$ cat src/rtl/alu_decode_stage.sv
// alu_decode_stage
//   Registered RV32I decode stage between fetch and execute. Turns an
//   instruction word into the ALU operation code, operand selects, the
//   sign-extended immediate, register indices and memory/writeback/branch
//   control. Valid/ready on both sides; holds its bundle under back-pressure.
//
// Ports
//   clk, rst_n            clock, asynchronous active-low reset
//   flush                 synchronous; drops the held and the incoming instruction
//   in_valid/in_ready     fetch-side handshake
//   in_instr, in_pc       instruction word and its PC
//   out_valid/out_ready   execute-side handshake
//   out_pc .. illegal     registered decoded bundle
module alu_decode_stage #(
  parameter int unsigned XLEN = 32
) (
  input  logic            clk,
  input  logic            rst_n,
  input  logic            flush,
  input  logic            in_valid,
  output logic            in_ready,
  input  logic [31:0]     in_instr,
  input  logic [XLEN-1:0] in_pc,
  output logic            out_valid,
  input  logic            out_ready,
  output logic [XLEN-1:0] out_pc,
  output logic [3:0]      alu_op,
  output logic [1:0]      src_a_sel,
  output logic            src_b_imm,
  output logic [XLEN-1:0] imm,
  output logic [4:0]      rs1,
  output logic [4:0]      rs2,
  output logic [4:0]      rd,
  output logic            reg_write,
  output logic            mem_read,
  output logic            mem_write,
  output logic [2:0]      mem_funct3,
  output logic            branch,
  output logic            jump,
  output logic            jalr,
  output logic            illegal
);

  // ALU operation codes (RISCV.h)
  localparam logic [3:0] ALU_ADD    = 4'd0;
  localparam logic [3:0] ALU_SUB    = 4'd1;
  localparam logic [3:0] ALU_SLL    = 4'd2;
  localparam logic [3:0] ALU_SLT    = 4'd3;
  localparam logic [3:0] ALU_SLTU   = 4'd4;
  localparam logic [3:0] ALU_XOR    = 4'd5;
  localparam logic [3:0] ALU_SRL    = 4'd6;
  localparam logic [3:0] ALU_SRA    = 4'd7;
  localparam logic [3:0] ALU_OR     = 4'd8;
  localparam logic [3:0] ALU_AND    = 4'd9;
  localparam logic [3:0] ALU_BRANCH = 4'd10;
  localparam logic [3:0] ALU_BLT    = 4'd11;
  localparam logic [3:0] ALU_BGE    = 4'd12;
  localparam logic [3:0] ALU_BLTU   = 4'd13;
  localparam logic [3:0] ALU_BGEU   = 4'd14;
  localparam logic [3:0] ALU_JAL    = 4'd15;

  localparam logic [6:0] OPC_OP     = 7'b0110011;
  localparam logic [6:0] OPC_OP_IMM = 7'b0010011;
  localparam logic [6:0] OPC_LOAD   = 7'b0000011;
  localparam logic [6:0] OPC_STORE  = 7'b0100011;
  localparam logic [6:0] OPC_BRANCH = 7'b1100011;
  localparam logic [6:0] OPC_JAL    = 7'b1101111;
  localparam logic [6:0] OPC_JALR   = 7'b1100111;
  localparam logic [6:0] OPC_LUI    = 7'b0110111;
  localparam logic [6:0] OPC_AUIPC  = 7'b0010111;

  localparam logic [1:0] SRC_A_RS1  = 2'd0;
  localparam logic [1:0] SRC_A_PC   = 2'd1;
  localparam logic [1:0] SRC_A_ZERO = 2'd2;

  typedef struct packed {
    logic [XLEN-1:0] pc;
    logic [3:0]      alu_op;
    logic [1:0]      src_a_sel;
    logic            src_b_imm;
    logic [XLEN-1:0] imm;
    logic [4:0]      rs1;
    logic [4:0]      rs2;
    logic [4:0]      rd;
    logic            reg_write;
    logic            mem_read;
    logic            mem_write;
    logic [2:0]      mem_funct3;
    logic            branch;
    logic            jump;
    logic            jalr;
    logic            illegal;
  } bundle_t;

  bundle_t     dec;
  bundle_t     bundle_d, bundle_q;
  logic        out_valid_d, out_valid_q;
  logic        load;
  logic [31:0] imm32;
  logic [6:0]  opcode;
  logic [2:0]  funct3;
  logic [6:0]  funct7;

  function automatic logic [3:0] arith_op(input logic [2:0] f3, input logic alt);
    logic [3:0] op;
    case (f3)
      3'b000:  op = alt ? ALU_SUB : ALU_ADD;
      3'b001:  op = ALU_SLL;
      3'b010:  op = ALU_SLT;
      3'b011:  op = ALU_SLTU;
      3'b100:  op = ALU_XOR;
      3'b101:  op = alt ? ALU_SRA : ALU_SRL;
      3'b110:  op = ALU_OR;
      default: op = ALU_AND;
    endcase
    return op;
  endfunction

  assign opcode = in_instr[6:0];
  assign funct3 = in_instr[14:12];
  assign funct7 = in_instr[31:25];

  always_comb begin
    dec            = '0;
    imm32          = '0;
    dec.pc         = in_pc;
    dec.alu_op     = ALU_ADD;
    dec.src_a_sel  = SRC_A_RS1;
    dec.rs1        = in_instr[19:15];
    dec.rs2        = in_instr[24:20];
    dec.rd         = in_instr[11:7];
    dec.mem_funct3 = funct3;

    case (opcode)
      OPC_OP: begin
        dec.alu_op    = arith_op(funct3, in_instr[30]);
        dec.reg_write = 1'b1;
        if (!(funct7 == 7'b0000000 ||
              (funct7 == 7'b0100000 && (funct3 == 3'b000 || funct3 == 3'b101))))
          dec.illegal = 1'b1;
      end
      OPC_OP_IMM: begin
        // instr[30] only distinguishes SRAI; for ADDI it is an immediate bit.
        dec.alu_op    = arith_op(funct3, (funct3 == 3'b101) && in_instr[30]);
        dec.src_b_imm = 1'b1;
        dec.reg_write = 1'b1;
        imm32         = {{20{in_instr[31]}}, in_instr[31:20]};
      end
      OPC_LOAD: begin
        dec.src_b_imm = 1'b1;
        dec.reg_write = 1'b1;
        dec.mem_read  = 1'b1;
        imm32         = {{20{in_instr[31]}}, in_instr[31:20]};
      end
      OPC_STORE: begin
        dec.src_b_imm = 1'b1;
        dec.mem_write = 1'b1;
        imm32         = {{20{in_instr[31]}}, in_instr[31:25], in_instr[11:7]};
      end
      OPC_BRANCH: begin
        dec.branch = 1'b1;
        imm32      = {{19{in_instr[31]}}, in_instr[31], in_instr[7],
                      in_instr[30:25], in_instr[11:8], 1'b0};
        case (funct3)
          3'b000:  dec.alu_op = ALU_SUB;
          3'b001:  dec.alu_op = ALU_BRANCH;
          3'b100:  dec.alu_op = ALU_BLT;
          3'b101:  dec.alu_op = ALU_BGE;
          3'b110:  dec.alu_op = ALU_BLTU;
          3'b111:  dec.alu_op = ALU_BGEU;
          default: dec.illegal = 1'b1;
        endcase
      end
      OPC_JAL: begin
        dec.alu_op    = ALU_JAL;
        dec.src_a_sel = SRC_A_PC;
        dec.src_b_imm = 1'b1;
        dec.jump      = 1'b1;
        dec.reg_write = 1'b1;
        imm32         = {{11{in_instr[31]}}, in_instr[31], in_instr[19:12],
                         in_instr[20], in_instr[30:21], 1'b0};
      end
      OPC_JALR: begin
        dec.alu_op    = ALU_JAL;
        dec.src_a_sel = SRC_A_PC;
        dec.src_b_imm = 1'b1;
        dec.jump      = 1'b1;
        dec.jalr      = 1'b1;
        dec.reg_write = 1'b1;
        imm32         = {{20{in_instr[31]}}, in_instr[31:20]};
        if (funct3 != 3'b000) dec.illegal = 1'b1;
      end
      OPC_LUI: begin
        dec.src_a_sel = SRC_A_ZERO;
        dec.src_b_imm = 1'b1;
        dec.reg_write = 1'b1;
        imm32         = {in_instr[31:12], 12'b0};
      end
      OPC_AUIPC: begin
        dec.src_a_sel = SRC_A_PC;
        dec.src_b_imm = 1'b1;
        dec.reg_write = 1'b1;
        imm32         = {in_instr[31:12], 12'b0};
      end
      default: dec.illegal = 1'b1;
    endcase

    if (in_instr[1:0] != 2'b11) dec.illegal = 1'b1;

    dec.imm = XLEN'($signed(imm32));

    if (dec.illegal) begin
      dec.reg_write = 1'b0;
      dec.mem_read  = 1'b0;
      dec.mem_write = 1'b0;
      dec.branch    = 1'b0;
      dec.jump      = 1'b0;
      dec.jalr      = 1'b0;
    end
    if (dec.rd == 5'd0) dec.reg_write = 1'b0;
  end

  assign in_ready = !out_valid_q || out_ready;
  assign load     = in_valid && in_ready && !flush;

  always_comb begin
    bundle_d    = load ? dec : bundle_q;
    out_valid_d = out_valid_q;
    if (flush)          out_valid_d = 1'b0;
    else if (load)      out_valid_d = 1'b1;
    else if (out_ready) out_valid_d = 1'b0;
  end

  always_ff @(posedge clk or negedge rst_n) begin
    if (!rst_n) begin
      bundle_q    <= '0;
      out_valid_q <= 1'b0;
    end else begin
      bundle_q    <= bundle_d;
      out_valid_q <= out_valid_d;
    end
  end

  assign out_valid  = out_valid_q;
  assign out_pc     = bundle_q.pc;
  assign alu_op     = bundle_q.alu_op;
  assign src_a_sel  = bundle_q.src_a_sel;
  assign src_b_imm  = bundle_q.src_b_imm;
  assign imm        = bundle_q.imm;
  assign rs1        = bundle_q.rs1;
  assign rs2        = bundle_q.rs2;
  assign rd         = bundle_q.rd;
  assign reg_write  = bundle_q.reg_write;
  assign mem_read   = bundle_q.mem_read;
  assign mem_write  = bundle_q.mem_write;
  assign mem_funct3 = bundle_q.mem_funct3;
  assign branch     = bundle_q.branch;
  assign jump       = bundle_q.jump;
  assign jalr       = bundle_q.jalr;
  assign illegal    = bundle_q.illegal;

endmodule

$ cat config.mk
export PLATFORM = sky130hd
export DESIGN_NAME = alu_decode_stage
export DESIGN_NICKNAME = d
export VERILOG_FILES = /design/src/rtl/alu_decode_stage.sv
export SDC_FILE = /design/constraint.sdc
export NUM_CORES = 1
export LEC_CHECK = 0
export CORE_MARGIN = 3
export CORE_UTILIZATION = 44
export DETAILED_ROUTE_END_ITERATION = 8
export PLACE_DENSITY = 0.8
export RECOVER_POWER = 100
export SLEW_MARGIN = 20
export SYNTH_ARGS = -nofsm -noshare
export SYNTH_HDL_FRONTEND = slang
export SYNTH_SLANG_ARGS = --single-unit
$ cat constraint.sdc
create_clock -name clk -period 2.2 [get_ports clk]
set_input_delay 0.44 -clock clk [delete_from_list [all_inputs] [get_ports clk]]
set_output_delay 0.44 -clock clk [all_outputs]
set_load 0.03 [all_outputs]
# Yosys cells after proc, flatten, opt, wreduce, memory -nomap -nowiden
# Index checks and enable logic that the tools add are counted.
dict set report classes {
  n_reduce_logical 22
  n_eq_ne 18
  mux 28
}
# op n
set op_table {}
lappend op_table {{case mux 32 bit (5 select lines)} 1}
lappend op_table {{case mux 4 bit (7 select lines)} 2}
lappend op_table {{== test 7 x 6 -> 1 bit (second input constant)} 4}
lappend op_table {{case mux 4 bit (6 select lines)} 1}
lappend op_table {{== test 7 bit (second input constant)} 3}
lappend op_table {{2-to-1 mux 1 bit} 19}
lappend op_table {{case mux 4 bit (4 select lines)} 1}
lappend op_table {{== test 7 x 5 -> 1 bit (second input constant)} 2}
lappend op_table {{OR reduction 7 bit} 2}
lappend op_table {{== test 3 bit (second input constant)} 4}
lappend op_table {{OR reduction 6 bit} 2}
lappend op_table {{== test 7 x 2 -> 1 bit (second input constant)} 1}
lappend op_table {{logical NOT 7 bit} 1}
lappend op_table {{== test 3 x 2 -> 1 bit (second input constant)} 2}
lappend op_table {{2-to-1 mux 3 bit} 2}
lappend op_table {{nonzero test 3 bit} 2}
lappend op_table {{OR reduction 3 bit} 2}
lappend op_table {{logical NOT 5 bit} 1}
lappend op_table {{logical AND 1 bit} 4}
lappend op_table {{case mux 1 bit (4 select lines)} 1}
lappend op_table {{case mux 2 bit (2 select lines)} 1}
lappend op_table {{OR reduction 2 bit} 2}
lappend op_table {{== test 3 x 1 -> 1 bit (second input constant)} 1}
lappend op_table {{logical NOT 3 bit} 1}
lappend op_table {{other kinds (3)} 6}
dict set report word_totals {
  elab_cells 85
  reg_bits 97
  inputBits 69
  output_inout_bits 98
}

# Depth between registers and ports, before layout
dict set report depth {
  depth_word 9
  mapped_depth 7
  depth_no_buf 6
}

# Worst setup path after synthesis
# OpenSTA, ideal clock, no wires.
dict set report synth_path {
  kind {register -> register}
  start {reg out_valid_q (netlist: out_valid)}
  end {reg bundle_q (netlist bit imm[30])}
  setup_time_ns 0.087
  t_arrival_ns 1.836
  period_less_slack_ns 1.923
  t_required_ns 2.113
  path_buffers 2
  path_slack_ns 0.277
  stages_incl_launch_ff 8
  path_cell_list {dfrtp_1 -> nor2b_1 -> inv_1 -> nand3b_1 -> buf_2 -> clkbuf_1 -> nand2_1 -> a22oi_1}
}
dict set report synth_via {
  elab_chain_cells 4
}
# element line_no
set synth_rtl {}
lappend synth_rtl {{from (decl)} 97} ;# logic out_valid_d, out_valid_q;
lappend synth_rtl {{from (signal assigned)} 240} ;# out_valid_q <= out_valid_d;
lappend synth_rtl {{logical NOT 1 bit} 223} ;# assign in_ready = !out_valid_q || out_ready;
lappend synth_rtl {{logical OR 1 bit} 223}
lappend synth_rtl {{via in_ready} 21} ;# output logic in_ready,
lappend synth_rtl {{logical AND 1 bit (2 in series)} 224} ;# assign load = in_valid && in_ready && !flush;
lappend synth_rtl {{to (signal assigned)} 239} ;# bundle_q <= bundle_d;
lappend synth_rtl {{to (decl)} 96} ;# bundle_t bundle_d, bundle_q;
# The timed path passes the listed nets, and every way through them passes these cells.
# A chain may end at the register's enable or synchronous reset.

# Final worst setup path
dict set report layout_path {
  start {in in_instr[3]}
  end {reg bundle_q (netlist bit imm[23])}
}
dict set report layout_via {
  elab_chain_cells 3
  elab_cells_between_ends 11
  classes_between {eq/ne: 8; mux: 1; reduce/logical: 2}
}
# element line_no
set layout_rtl {}
lappend layout_rtl {{from (decl)} 22} ;# input logic [31:0] in_instr,
lappend layout_rtl {{== test 7 bit (tied with other cells)} 134} ;# case (opcode)
lappend layout_rtl {{OR reduction 3 bit (no source line) or OR reduction 2 bit (tied branches)} n/a}
lappend layout_rtl {{case mux 32 bit (5 select lines) (*)} 134}
# Every way passes the cells marked *; elsewhere a longest branch is shown, timed or not.

==> results by group <==
Run status
  – Status: complete, but fails checks
  – Failing checks: capacitance limit, slew limit

Detailed routing
  – 1st-iter DRT viols: ~230
  – DR vias: approximately 4,300
  – Drt total wl: 13,760 µm
  – DRT Pass-1 Iters: 4
  – Wire per inst: between 15 and 20 µm
  – Final routed DRC violation total: 0
  – DRT antenna net count: 0
  – Via/cell ratio: about 5.3

Global routing
  – Initial antenna violation count: 0
  – Largest net degree at the start of global routing: 43
  – First-pass GRT wire length: 22,610 µm
  – Grt ovf: 0
  – Vias in the first global route: 4,370
  – Gr usage total: between 20% and 30%

Finish
  – Share of cells above drive strength 1: between 10 and 15%
  – Nets: 749
  – Final std cells w/o fill: approximately 810
  – Antenna cells: 0
  – Layout area overhead: 53.34%

Logic synthesis
  – Share of Yosys cell area claimed by the top area cell type: 55.64%
  – Ranking of synthesized cells by area: dfrtp_1 56%, nand2_1 18%, a22oi_2 2.9%
  – FFs w/ async S/R, synth: 100.0%
  – EDFF count, synth: 0
  – Mapped Avg Cell Area: 9.263 µm²
  – Cells after Synth: between 400 and 500
  – Post-Syn Area: about 0.0044 mm²
  – Yosys cell types: 51
  – Warnings, synthesis: 0
  – Syn nets: 540
  – #FFs+latches synth: 97
  – Most instantiated library cell after synthesis: nand2_1
  – Synth Flop Type: dfrtp_1
  – Post-synthesis sequential area ratio: approximately 56%
  – Most frequent cells after synthesis: 207 x nand2_1, 97 x dfrtp_1, 17 x nor2_1, 13 x buf_2, 13 x o21ai_0
  – Cell taking the most area after synthesis: dfrtp_1

Setup path
  – Crit path max fanout: 10
  – Critical path startpoint category: primary input
  – Worst EP arrival: 2360 ps
  – CP Capture Type: flop
  – Critical path class: primary input to flop
  – Worst EP required: between 2000 and 2500 ps

STA
  – Final min period: about 2100 ps
  – WHS: 475.8 ps
  – Slew HR: -25.68%
  – F_max: approximately 480 MHz
  – Fin. max-slew vios: 34
  – Setup violators final: 0
  – Tightest Pin Transition: 1885 ps
  – Clock skew: 10.76 ps
  – Hold Vio Cnt, Final: 0
  – RSZ-0062 raised after global routing: false
  – Period utilisation layout: between 90% and 100%
  – Post-route setup TNS: 0 ps
  – PnR worst setup slack: ~130 ps

Clocking
  – CTS Buf Count: 9
  – Setup bufs post-CTS: 0
  – Clk sinks: 97
  – Htree depth: 3
  – Cts hold-fix bufs: 0
  – Clk_lat worst skew: 360 ps
  – Clock Tree Root: clkbuf_8
  – CTS tree: built
  – Post-CTS sizing: 0
  – Clock Tree Buf Depth: 2
  – Clock slew at reported path FFs: ~100 ps

Floorplan
  – Core ar.: 0.009415 mm²
  – Die X: 105.6 µm
  – I/O pin count: between 150 and 200
  – Die area: about 0.011 mm²
  – Row count: 35
  – Die H: 105.6 µm
  – Starting Density: 46.34%

Power and ir drop
  – Switch Pwr: 1.452 mW
  – Worst vdd ir: 0.0004433 V
  – Sw Ratio: about 32%
  – Internal power: 3.072 mW
  – Clk network pwr share: between 20% and 30%
  – Leak: 3.325 nW
  – Logic pwr share: 26.5%
  – Sequential Power Share: between 40% and 50%
  – Pwr Total: between 4 and 5 mW
  – Power per cell area: about 680 mW/mm²

Place
  – Gpl congestion: between 0.8 and 0.9
  – Port buffer count: between 150 and 200
  – Placed Instances: about 800
  – Post-DP HPWL: around 10,000 µm
  – Worst slack, placed: -147.6 ps

Hold path
  – Min-Delay Path Class: flop to flop

Job
  – Max-cap violations: 1
-- per-layer routing --
metal,wire [µm],vias to the layer above,global-route usage [%]
met4,356,0,9.158
met3,950,27,6.491
li1,-,2010,-
met5,0,-,0
met1,5804,2086,32.77
met2,6650,153,41.12
-- power groups by stage --
stage	logic, mW	clock network, mW	registers, mW
floorplan	0.263	0	2.40
global route	1.28	1.39	2.05
CTS	1.28	1.32	2.04
global placement	1.25	0	2.06
finish	1.20	1.30	2.03
detailed placement	1.28	0	2.07
-- final timing paths --
kind	endpoint	depth (start not counted)	from	slack, ps
worst max-delay path	imm[23]$_DFFE_PN0P_	7	in_instr[3]	130
worst min-delay path	rd[2]$_DFFE_PN0P_	2	rd[2]$_DFFE_PN0P_	480
worst max register to register	imm[13]$_DFFE_PN0P_	6	out_valid$_DFFE_PN0P_	320
worst min register to register	rd[2]$_DFFE_PN0P_	2	rd[2]$_DFFE_PN0P_	480
max in group asynchronous	alu_op[1]$_DFFE_PN0P_	2	rst_n	430
min in group asynchronous	out_pc[20]$_DFFE_PN0P_	1	rst_n	590
-- placed cells by master (no fill, tap or decap), drive strengths merged, types with 7 or more instances in the layout --
cell type        n
dlygate4sd3     97
nand2          208
inv              8
o21ai           13
a22o             7
a22oi           20
dfrtp           97
nor2            18
clkdlybuf4s50   67
clkbuf          21
buf             53
a21oi           10
-- worst max-delay path, stage by stage --
cell	delay, ps
clkdlybuf4s50_1	510
nand4bb_1	340
o32ai_1	410
nor2_1	110
o21a_1	230
buf_12	160
a22oi_1	170
-- cells by family after synthesis --
logic type	Yosys count	synth area share, %
simple gates	254	24.81
flops	97	55.64
buf+inv	36	4.158
compound gates	84	15.40
-- flip-flops by register name, indices dropped and copies added (netlist names) --
signal and flops:
mem_write 1, mem_funct3 3, alu_op 4, rs2 5
out_valid 1, src_a_sel 2, reg_write 1, mem_read 1
illegal 1, rs1 5, jalr 1, src_b_imm 1
jump 1, rd 5, branch 1, imm 32
out_pc 32
-- metrics by stage --
stage	util (%)	instance area (µm²)
floorplan	-	4363
global placement	69.66	6559
detailed placement	69.66	6559
CTS	71.96	6775
global route	71.06	6690
finish	71.06	6690
-- layout make-up --
cell class | instances | area (µm²)
flip-flops and latches | 97 | 2427
inverters | 6 | 22.52
well taps | 129 | 161.4
clock buffers | 10 | 127.6
multi-input cells | 338 | 1720
fillers | 734 | 2725
repair buffers | 228 | 2142
clock inverters | 5 | 88.84
Note: power is estimated with default switching activity, not from simulation.
